**config.mk**
```make
export PLATFORM = sky130hd
export DESIGN_NAME = instr_sequencer
export DESIGN_NICKNAME = d
export VERILOG_FILES = /design/src/rtl/instr_sequencer.sv
export SDC_FILE = /design/constraint.sdc
export NUM_CORES = 1
export LEC_CHECK = 0
export ABC_AREA = 1
export CAP_MARGIN = 20
export CORE_ASPECT_RATIO = 0.7
export CORE_MARGIN = 2
export CORE_UTILIZATION = 30
export CTS_BUF_LIST = sky130_fd_sc_hd__clkbuf_8
export CTS_CLUSTER_DIAMETER = 150
export CTS_CLUSTER_SIZE = 24
export DETAILED_ROUTE_END_ITERATION = 8
export PLACE_DENSITY = 0.48
export SLEW_MARGIN = 15
export SYNTH_ARGS = -nofsm -noshare
export SYNTH_HDL_FRONTEND = slang
export SYNTH_SLANG_ARGS = --single-unit
```
**constraint.sdc**
```tcl
create_clock -name clock -period 3.31 [get_ports clock]
set_input_delay 0.993 -clock clock [delete_from_list [all_inputs] [get_ports clock]]
set_output_delay 0.993 -clock clock [all_outputs]
set_load 0.05 [all_outputs]
```
**src/rtl/instr_sequencer.sv**
```systemverilog
// instr_sequencer: program RAM plus issue engine driving the processor's
// 16-bit instruction input. Words are loaded while idle. Once start is seen,
// words 0..len-1 are presented on iin in order, and done pulses at the end.
//
// Ports:
//   clock, resetn       clock and async active-low reset
//   load_we/addr/data   program RAM write port (accepted only when idle)
//   prog_len            words to issue (0..DEPTH, saturated), sampled on start
//   start               begin issuing from address 0 (accepted only when idle)
//   proc_done           (INSTR_SEQ_DONE_HANDSHAKE_EN only) processor finished word
//   iin, issue, pc      current word, first-clock strobe, current address
//   busy, done          run in progress, one-clock completion pulse
//
// Option macro: INSTR_SEQ_DONE_HANDSHAKE_EN. When it is defined, each word
// advances on proc_done instead of after HOLD clocks.
module instr_sequencer #(
   parameter int unsigned DEPTH = 16,
   parameter int unsigned AW    = 4,
   parameter int unsigned HOLD  = 4
) (
   input  logic          clock,
   input  logic          resetn,
   input  logic          load_we,
   input  logic [AW-1:0] load_addr,
   input  logic [15:0]   load_data,
   input  logic [AW:0]   prog_len,
   input  logic          start,
`ifdef INSTR_SEQ_DONE_HANDSHAKE_EN
   input  logic          proc_done,
`endif
   output logic [15:0]   iin,
   output logic          issue,
   output logic [AW-1:0] pc,
   output logic          busy,
   output logic          done
);

   localparam int unsigned DW = 16;
   localparam int unsigned CW = $clog2(HOLD + 1);

   typedef enum logic {IDLE, RUN} state_e;

   state_e          state_q, state_d;
   logic [CW-1:0]   cnt_q, cnt_d;
   logic [AW:0]     len_q, len_d;
   logic [AW-1:0]   pc_q, pc_d;
   logic [DW-1:0]   iin_q, iin_d;
   logic            issue_q, issue_d;
   logic            busy_q, busy_d;
   logic            done_q, done_d;
   logic            mem_we;
   logic [AW:0]     len_sat;
   logic            step_now;
   logic            last_word;
   logic [DW-1:0]   mem_q [DEPTH];

   // Clamp the requested length to the RAM depth.
   assign len_sat = (prog_len > (AW+1)'(DEPTH)) ? (AW+1)'(DEPTH) : prog_len;

   // The current word is the last one when pc+1 equals the latched length.
   assign last_word = (((AW+1)'(pc_q) + (AW+1)'(1)) == len_q);

`ifdef INSTR_SEQ_DONE_HANDSHAKE_EN
   // A nonzero cnt_q means the word has already been on iin for one full clock.
   assign step_now = proc_done && (cnt_q != '0);
`else
   assign step_now = (cnt_q == CW'(HOLD - 1));
`endif

   // Next-state and output logic.
   always_comb begin
      state_d = state_q;
      cnt_d   = cnt_q;
      len_d   = len_q;
      pc_d    = pc_q;
      iin_d   = iin_q;
      issue_d = 1'b0;
      busy_d  = busy_q;
      done_d  = 1'b0;
      mem_we  = 1'b0;
      case (state_q)
         IDLE: begin
            if (load_we) begin
               mem_we = 1'b1;
            end else if (start) begin
               if (len_sat == '0) begin
                  done_d = 1'b1;
               end else begin
                  state_d = RUN;
                  len_d   = len_sat;
                  pc_d    = '0;
                  iin_d   = mem_q[AW'(0)];
                  issue_d = 1'b1;
                  busy_d  = 1'b1;
                  cnt_d   = '0;
               end
            end
         end
         RUN: begin
`ifdef INSTR_SEQ_DONE_HANDSHAKE_EN
            cnt_d = CW'(1);
`else
            cnt_d = cnt_q + CW'(1);
`endif
            if (step_now) begin
               cnt_d = '0;
               if (last_word) begin
                  state_d = IDLE;
                  iin_d   = '0;
                  busy_d  = 1'b0;
                  pc_d    = '0;
                  done_d  = 1'b1;
               end else begin
                  pc_d    = pc_q + AW'(1);
                  iin_d   = mem_q[pc_q + AW'(1)];
                  issue_d = 1'b1;
               end
            end
         end
         default: state_d = IDLE;
      endcase
   end

   // State and output registers.
   always_ff @(posedge clock or negedge resetn) begin
      if (!resetn) begin
         state_q <= IDLE;
         cnt_q   <= '0;
         len_q   <= '0;
         pc_q    <= '0;
         iin_q   <= '0;
         issue_q <= 1'b0;
         busy_q  <= 1'b0;
         done_q  <= 1'b0;
      end else begin
         state_q <= state_d;
         cnt_q   <= cnt_d;
         len_q   <= len_d;
         pc_q    <= pc_d;
         iin_q   <= iin_d;
         issue_q <= issue_d;
         busy_q  <= busy_d;
         done_q  <= done_d;
      end
   end

   // Program RAM. Its contents are not reset.
   always_ff @(posedge clock) begin
      if (mem_we) begin
         mem_q[load_addr] <= load_data;
      end
   end

   assign iin   = iin_q;
   assign issue = issue_q;
   assign pc    = pc_q;
   assign busy  = busy_q;
   assign done  = done_q;

endmodule

```
=== After elaboration in Yosys (flattened, before gate mapping) ===
Memory sizes are Yosys's and may differ from the RTL's.
Index checks and enable logic that the tools add are counted.

* Output and inout port bits: 23
* Register bits: 32
* Memories: 1
* RAM bits: 256
* Input port bits: 29

* Bitwise operators: 3
* Eq/ne operators: 7
* Mux-type cells: 42
* $add $sub $neg: 3
* $lt $le $gt $ge: 1
* Reduce and logical (&&, ||, !) cells: 5

{| class="wikitable"
|+ Memories
! name !! depth !! bits a word !! read ports !! clocked after memory_dff !! write ports !! line !! text
|-
| mem_q || 16 || 16 || 2 || 0 || 1 || 55 || <nowiki>logic [DW-1:0] mem_q [DEPTH];</nowiki>
|}

{| class="wikitable"
|+ Operators by type and width
! cell !! count
|-
| two-way mux 16 bit || 5
|-
| one-hot mux 16 bit (2 select lines) || 1
|-
| two-way mux 1 bit || 20
|-
| two-way mux 4 bit || 5
|-
| two-way mux 3 bit || 4
|-
| one-hot mux 1 bit (2 select lines) || 4
|-
| one-hot mux 4 bit (2 select lines) || 1
|-
| AND reduction 4 bit || 2
|-
| != test 2 bit (second input constant) || 3
|-
| one-hot mux 3 bit (2 select lines) || 1
|-
| adder 4 x 1 -> 5 bit (second input constant) || 1
|-
| equality test 5 bit || 1
|-
| > comparator 5 bit (second input constant) || 1
|-
| zero test 5 bit || 1
|-
| two-way mux 5 bit || 1
|-
| AND reduction 5 bit || 1
|-
| adder 4 x 1 -> 4 bit (second input constant) || 1
|-
| != test 2 x 1 -> 1 bit (second input constant) || 2
|-
| adder 3 x 1 -> 3 bit (second input constant) || 1
|-
| equality test 3 x 2 -> 1 bit (second input constant) || 1
|-
| NOT 1 bit || 3
|-
| AND reduction 3 bit || 1
|}

=== Depth between registers and ports, before layout ===
Gate-level depths: netlist (run 1).

* Word-level depth: 7
* Mapped depth: 13

=== Least setup slack after synthesis (run 1) ===
OpenSTA, ideal clock, no wires.

* Path kind: input-to-reg
* From: in load_we
* To: mem mem_q[10][0], enable pin
* Data required time: 2901 ps
* Library setup time: 409 ps
* Setup slack: 458 ps
* Stages on the path: 4
* Data arrival time: 2443 ps
* Cells stage by stage: inv_1 nor2_1 inv_1 nor3_1

* Longest elaborated chain between the ends: 4

{| class="wikitable"
|+ Ends and longest elaborated chain
! what !! line !! text
|-
| start, declared || 23 || <nowiki>input logic load_we,</nowiki>
|-
| two-way mux 1 bit || 83 || <nowiki>if (load_we) begin</nowiki>
|-
| two-way mux 1 bit || 81 || <nowiki>case (state_q)</nowiki>
|-
| two-way mux 1 bit || 149 || <nowiki>if (mem_we) begin</nowiki>
|-
| two-way mux 1 bit (not written as such) || 150 || <nowiki>mem_q[load_addr] <= load_data;</nowiki>
|-
| end, declared || 55 ||
|}

No other way between the ends.

=== Worst setup path after layout (run 1) ===
* From: reg pc_q[2] (netlist: pc[2])
* To: out pc[2]

{| class="wikitable"
|+ RTL lines
! what !! line !! text
|-
| start, declared || 46 || <nowiki>logic [AW-1:0] pc_q, pc_d;</nowiki>
|-
| start signal, assigned || 139 || <nowiki>pc_q <= pc_d;</nowiki>
|-
| end, declared || 33 || <nowiki>output logic [AW-1:0] pc,</nowiki>
|}

No word-level cell between the ends.

==> flow_summary_export.csv, run 1 <==
group,metric,value,unit
yosys,yosys_most_used_dff,"edfxtp_1",
yosys,synth_top_cell_by_area,"edfxtp_1",
yosys,synth.most_common_cell,"nand2_1",
setup_path,crit_path_top_delay_cell,"clkdlybuf4s50_1",
die,rows,60,
yosys,synth_fp_nets,1069,
clocking,htree_levels,1,
clocking,cts_tree,"yes",
job,maxCapViolations,0,
placement,io_buffers,51,
power_and_ir_drop,peakVddDrop,227,µV
detailed_routing,initialDrtViolationCount,846,
sta,setup_viol,0,
final_layout,layout-drive-gt1-share,10.1,%
clocking,clockBufferDepth,3,
power_and_ir_drop,p_leak,4.76,nW
yosys,synth.distinct_cells,24,
detailed_routing,drt_pass1_iterations,5,
clocking,clk-insertion-delay-late,0.57,ns
global_routing,track_usage,16.9,%
sta,drv_slew,0,
detailed_routing,route.met3.wl,3180,µm
clocking,clk_pin_slew,0.16,ns
detailed_routing,met1Wirelength,17400,µm
die,dieArea,0.0411,mm²
die,die_w,241,µm
die,dieHeight,170,µm
yosys,async_flop_share,11.1,%
detailed_routing,wire_per_inst,20.9,µm
yosys,synthTopCellsByArea,"edfxtp_1 65%, nand3_1 10%, nand2_1 10%",
placement,gp_congestion,0.829,
yosys,synth_top_area_share,65.0,%
clocking,cts_hold_repair.buffers,0,
worst_hold_path,hold_class,"register to register",
sta,period_needed,3.02,ns
sta,tns,0,ns
die,coreArea,0.0387,mm²
clocking,cts_root_buffer,"clkbuf_8",
yosys,syn_inst,1038,
clocking,numCtsBuffers,15,
setup_path,criticalPathCategory,"register to primary output",
setup_path,crit_family,"buffers and inverters",
setup_path,arrival,2.03,ns
setup_path,critPathMaxFanout,8,
yosys,synthTopCellsByCount,"326 x nand2_1, 256 x edfxtp_1, 245 x nand3_1",
die,io_pins,52,
detailed_routing,top_layer,"met4",
setup_path,cp-end-kind,"primary output",
setup_path,path_buf_inv,1,
final_layout,area_delta_synth_final,14.1,%
global_routing,antenna_found_initial,2,
power_and_ir_drop,power_density,415,mW/mm²
detailed_routing,routed_wl,34000,µm
clocking,ctsResizeCount,0,
sta,hold_violations,0,
setup_path,slowest_delay,0.87,ns
sta,period_share,91.4,%
global_routing,grt_pass1_vias,7415,
sta,worstMarginPinSlew,0.947,ns
yosys,ys_seq_area_share,71.7,%
sta,max_freq,0.331,GHz
global_routing,grt_overflow,0,
setup_path,worstPathRequired,2.32,ns
global_routing,grt_pass1_wl,50400,µm
die,start_util,30.6,%
detailed_routing,viasPerCell,4.86,
yosys,netlist_area,0.0118,mm²
placement,place_hpwl,21700,µm
detailed_routing,ant_nets,0,
clocking,post-cts-setup-buffers,0,
clocking,cts_sinks,288,
detailed_routing,num_vias,7921,
detailed_routing,wl_met2,13000,µm
final_layout,num_antenna_cells,0,
run_status,outcome,"finished, final reports clean",
yosys,avgSynthCellArea,11.4,µm²
sta,skew,0.0177,ns
global_routing,grt_max_degree,84,
yosys,synth_edf_count,256,
setup_path,start_kind,"register",
sta,relSlewSlack,36.8,%
final_layout,post-route-util,34.9,%
yosys,yosysWarningCount,0,
sta,rsz0062_at_grt,"no",
final_layout,nets,1131,
detailed_routing,drc_errors,0,
setup_path,worstPathCellList,"clkdlybuf4s50_1",
yosys,ys_seq_elements,288,
## layer usage
layer,up-vias,track usage [%]
met4,0,2.44
met5,-,0
li1,3716,-
met3,29,4.43
met2,296,22.0
met1,3880,27.8
## logic make-up (layout without fill, tap and decap cells)
kind of cell    count (synthesis)  in the layout  share of synthesized area, %
flops                         288            288                          71.7
fa+ha+maj                       2              2                         0.211
compound gates                 12             12                         0.550
buf+inv                        81            146                          3.15
simple gates                  655            655                          24.4
## area by class of cell
class / instances / area, µm²
fillers: 3912 / 25200
flip-flops and latches: 288 / 8490
repair buffers: 101 / 986
multi-input cells: 669 / 3030
inverters: 25 / 96.3
well taps: 527 / 659
clock inverters: 5 / 22.5
clock buffers: 15 / 206
## path summary, 6_finish.rpt
path	start	to	slack, ns	depth (start not counted)
hold / removal	iin[11]	iin[11]	0.51	2
hold reg to reg	iin[11]	iin[11]	0.51	2
min in group asynchronous	resetn	len_q[1]	0.80	2
setup / recovery	pc[2]	pc[2]	0.29	1
setup reg to reg	pc[0]	iin[2]	0.57	10
max in group asynchronous	resetn	pc[0]	2.14	2
## placed cells by master, fill, tap and decap left out
cell	n
buf_12	8
buf_4	42
clkbuf_8	15
clkdlybuf4s50_1	51
clkinvlp_4	1
dfrtp_1	31
dfrtp_4	1
edfxtp_1	256
ha_1	1
ha_2	1
inv_1	25
inv_2	3
inv_4	1
nand2_1	326
nand2_2	8
nand2_4	3
nand3_1	245
nand3_2	1
nand4_1	9
nor2_1	35
nor2_2	18
nor2_4	1
nor3_2	8
nor4_1	1
o21ai_0	5
o21ai_1	3
o22ai_1	4
## report_power, final
group | internal (mW) | leakage, nW | switching [mW]
Clock | 0.428 | 0.129 | 1.08
Sequential | 3.95 | 2.67 | 0
Combinational | 0.0443 | 1.96 | 0.103
## flip-flops by register name, summed over array words and instances, names as in the netlist
signal and cells:
len_q 5, issue 1, mem_q 256, done 1, state_q 1, cnt_q 3
iin 16, busy 1, pc 4
## per-stage QoR
stage	hold WS [ns]	power [mW]	area (µm²)	instances	setup slack (ns)
floorplan	0.464	4.04	11800	1038	0.458
global placement	0.475	4.18	13300	1610	0.570
detailed placement	0.482	4.18	13300	1610	0.531
CTS	0.516	5.66	13500	1630	0.260
global route	0.538	5.80	13500	1630	0.193
finish	0.509	5.60	13500	1630	0.286
(Power assumes the default switching activity.)
==> run 2: changes to the inputs <==
--- a/config.mk
+++ b/config.mk
@@ -8,13 +8,13 @@
 export ABC_AREA = 1
 export CAP_MARGIN = 20
 export CORE_ASPECT_RATIO = 0.7
-export CORE_MARGIN = 2
 export CORE_UTILIZATION = 30
 export CTS_BUF_LIST = sky130_fd_sc_hd__clkbuf_8
 export CTS_CLUSTER_DIAMETER = 150
 export CTS_CLUSTER_SIZE = 24
 export DETAILED_ROUTE_END_ITERATION = 8
-export PLACE_DENSITY = 0.48
+export DONT_BUFFER_PORTS = 1
+export PLACE_DENSITY = 0.47
 export SLEW_MARGIN = 15
 export SYNTH_ARGS = -nofsm -noshare
 export SYNTH_HDL_FRONTEND = slang
==> flow_summary_export.csv, run 2 (synthesis results as in run 1) <==
group,metric,value,unit
sta,setup_viol,0,
final_layout,multiInputGateArea,0.00303,mm²
die,dieArea,0.0403,mm²
die,io_pins,52,
sta,holdWs,0.0900,ns
power_and_ir_drop,intPower,4.38,mW
final_layout,layout-drive-gt1-share,8.45,%
sta,worst_slack,0.803,ns
placement,gp_congestion,0.835,
die,rows,60,
power_and_ir_drop,p_seq_share,72.2,%
clocking,numCtsBuffers,15,
final_layout,final_common_cell,"nand2_1",
power_and_ir_drop,power_density,428,mW/mm²
die,start_util,30.6,%
final_layout,post-route-util,33.0,%
setup_path,cp-end-kind,"register",
clocking,clk-insertion-delay-late,0.57,ns
power_and_ir_drop,power_frac_clock,27.5,%
clocking,cts_sinks,288,
sta,worstMarginPinSlew,0.692,ns
final_layout,final_cell_area,0.0128,mm²
global_routing,grt_pass1_vias,6929,
setup_path,worstPathRequired,3.82,ns
setup_path,start_kind,"register",
global_routing,grt_pass1_wl,48300,µm
sta,rsz0062_at_grt,"no",
clocking,ctsResizeCount,0,
sta,hold_violations,0,
final_layout,num-fill-cells,3909,
detailed_routing,num_vias,7420,
power_and_ir_drop,p_leak,4.44,nW
global_routing,track_usage,16.5,%
clocking,cts_hold_repair.buffers,0,
power_and_ir_drop,combPwrFrac,0.3,%
detailed_routing,drc_errors,0,
setup_path,crit_start,"pc[0]",
final_layout,seq_area,0.00849,mm²
detailed_routing,initialDrtViolationCount,764,
die,coreArea,0.0387,mm²
final_layout,final_cell_mix,"326 x nand2_1, 256 x edfxtp_1, 245 x nand3_1, 35 x nor2_1, 31 x dfrtp_1",
die,die_w,239,µm
clocking,cts_root_buffer,"clkbuf_8",
placement,place_hpwl,20300,µm
clocking,cts_tree,"yes",
clocking,htree_levels,1,
detailed_routing,ant_nets,0,
final_layout,regMostFlops,"mem_q",
detailed_routing,drt_pass1_iterations,5,
placement,io_buffers,0,
setup_path,ff2ff_setup_slack,0.80,ns
global_routing,grt_overflow,0,
setup_path,endpoint,"iin[3]",
power_and_ir_drop,switching_share,19.9,%
power_and_ir_drop,p_switching,1.09,mW
sta,relSlewSlack,53.8,%
clocking,post-cts-setup-buffers,0,
placement,place_area,0.0125,mm²
sta,max_freq,0.399,GHz
final_layout,num_antenna_cells,0,
clocking,clk_pin_slew,0.16,ns
setup_path,rr_startpoint,"pc[0]",
global_routing,antenna_found_initial,0,
setup_path,worstPathCellList,"ha_2, nand2_1, nand2_4, inv_2, buf_4, nand3_1, nand3_1, nand2_1, nor2_2, nor2_1, nor2_1",
sta,tns,0,ns
setup_path,criticalPathCategory,"register to register",
power_and_ir_drop,finalPower,5.47,mW
setup_path,arrival,3.02,ns
sta,period_needed,2.51,ns
sta,skew,0.0311,ns
job,maxCapViolations,0,
detailed_routing,viasPerCell,4.77,
placement,placed_cells,1536,
detailed_routing,wire_per_inst,20.9,µm
final_layout,nets,1057,
final_layout,area_delta_synth_final,7.94,%
placement,pre_cts_ws,0.655,ns
power_and_ir_drop,peakVddDrop,227,µV
final_layout,fin_cells,1556,
sta,drv_slew,0,
setup_path,slowest_delay,0.64,ns
run_status,outcome,"finished, final reports clean",
setup_path,reg2reg_depth,11,
final_layout,largest_reg_flops,256,
setup_path,crit_path_top_delay_cell,"dfrtp_4",
sta,period_share,75.7,%
worst_hold_path,hold_class,"input port to async pin",
setup_path,critPathMaxFanout,23,
global_routing,grt_max_degree,131,
detailed_routing,routed_wl,32600,µm
clocking,clockBufferDepth,3,
setup_path,r2r_end,"iin[3]",
die,dieHeight,168,µm
run 2: cell count changes in the layout (fill, tap and decap cells not counted):
cell / before / now
buf_12: 8 / 5
inv_1: 25 / 26
clkdlybuf4s50_1: 51 / 0
clkinvlp_4: 1 / 0
buf_4: 42 / 22
run 2: area by class of cell:
class	count	area share, %
clock buffers	15	1.62
clock inverters	5	0.147
inverters	25	0.754
multi-input cells	669	23.8
flip-flops and latches	288	66.5
well taps	527	5.16
repair buffers	27	2.08
run 2: critical path: cells and delay by family (launching register included):
family	cells	cell delay, ns
DFF	1	0.64
adders and majority gates	1	0.26
buffers and inverters	2	0.67
and+or+nand+nor	8	0.88
run 2: worst min-delay path by stage:
stage	startpoint	endpoint	slack, ns	depth (start not counted)
CTS	resetn	iin[13]	0.06	0
global placement	mem_q[0][9]	iin[9]	0.49	2
floorplan	cnt_q[0]	cnt_q[0]	0.46	1
detailed placement	mem_q[0][9]	iin[9]	0.49	2
finish	resetn	iin[13]	0.09	0
global route	resetn	iin[8]	0.05	0
run 2: power by group through the flow:
| stage | Clock [mW] | Sequential (mW) | Combinational (mW) |
|---|---|---|---|
| floorplan | 0 | 4.03 | 0.00765 |
| global placement | 0 | 4.03 | 0.0132 |
| detailed placement | 0 | 4.03 | 0.0134 |
| CTS | 1.56 | 3.95 | 0.0134 |
| global route | 1.67 | 3.95 | 0.0148 |
| finish | 1.51 | 3.95 | 0.0137 |
run 2: routing by layer:
metal,part of all wire (%),track usage (%),vias to the layer above
li1,-,-,3573
met1,54,27.9,3603
met2,37,20.6,227
met3,8.0,4.31,17
met4,0.81,1.81,0
met5,0,0,-
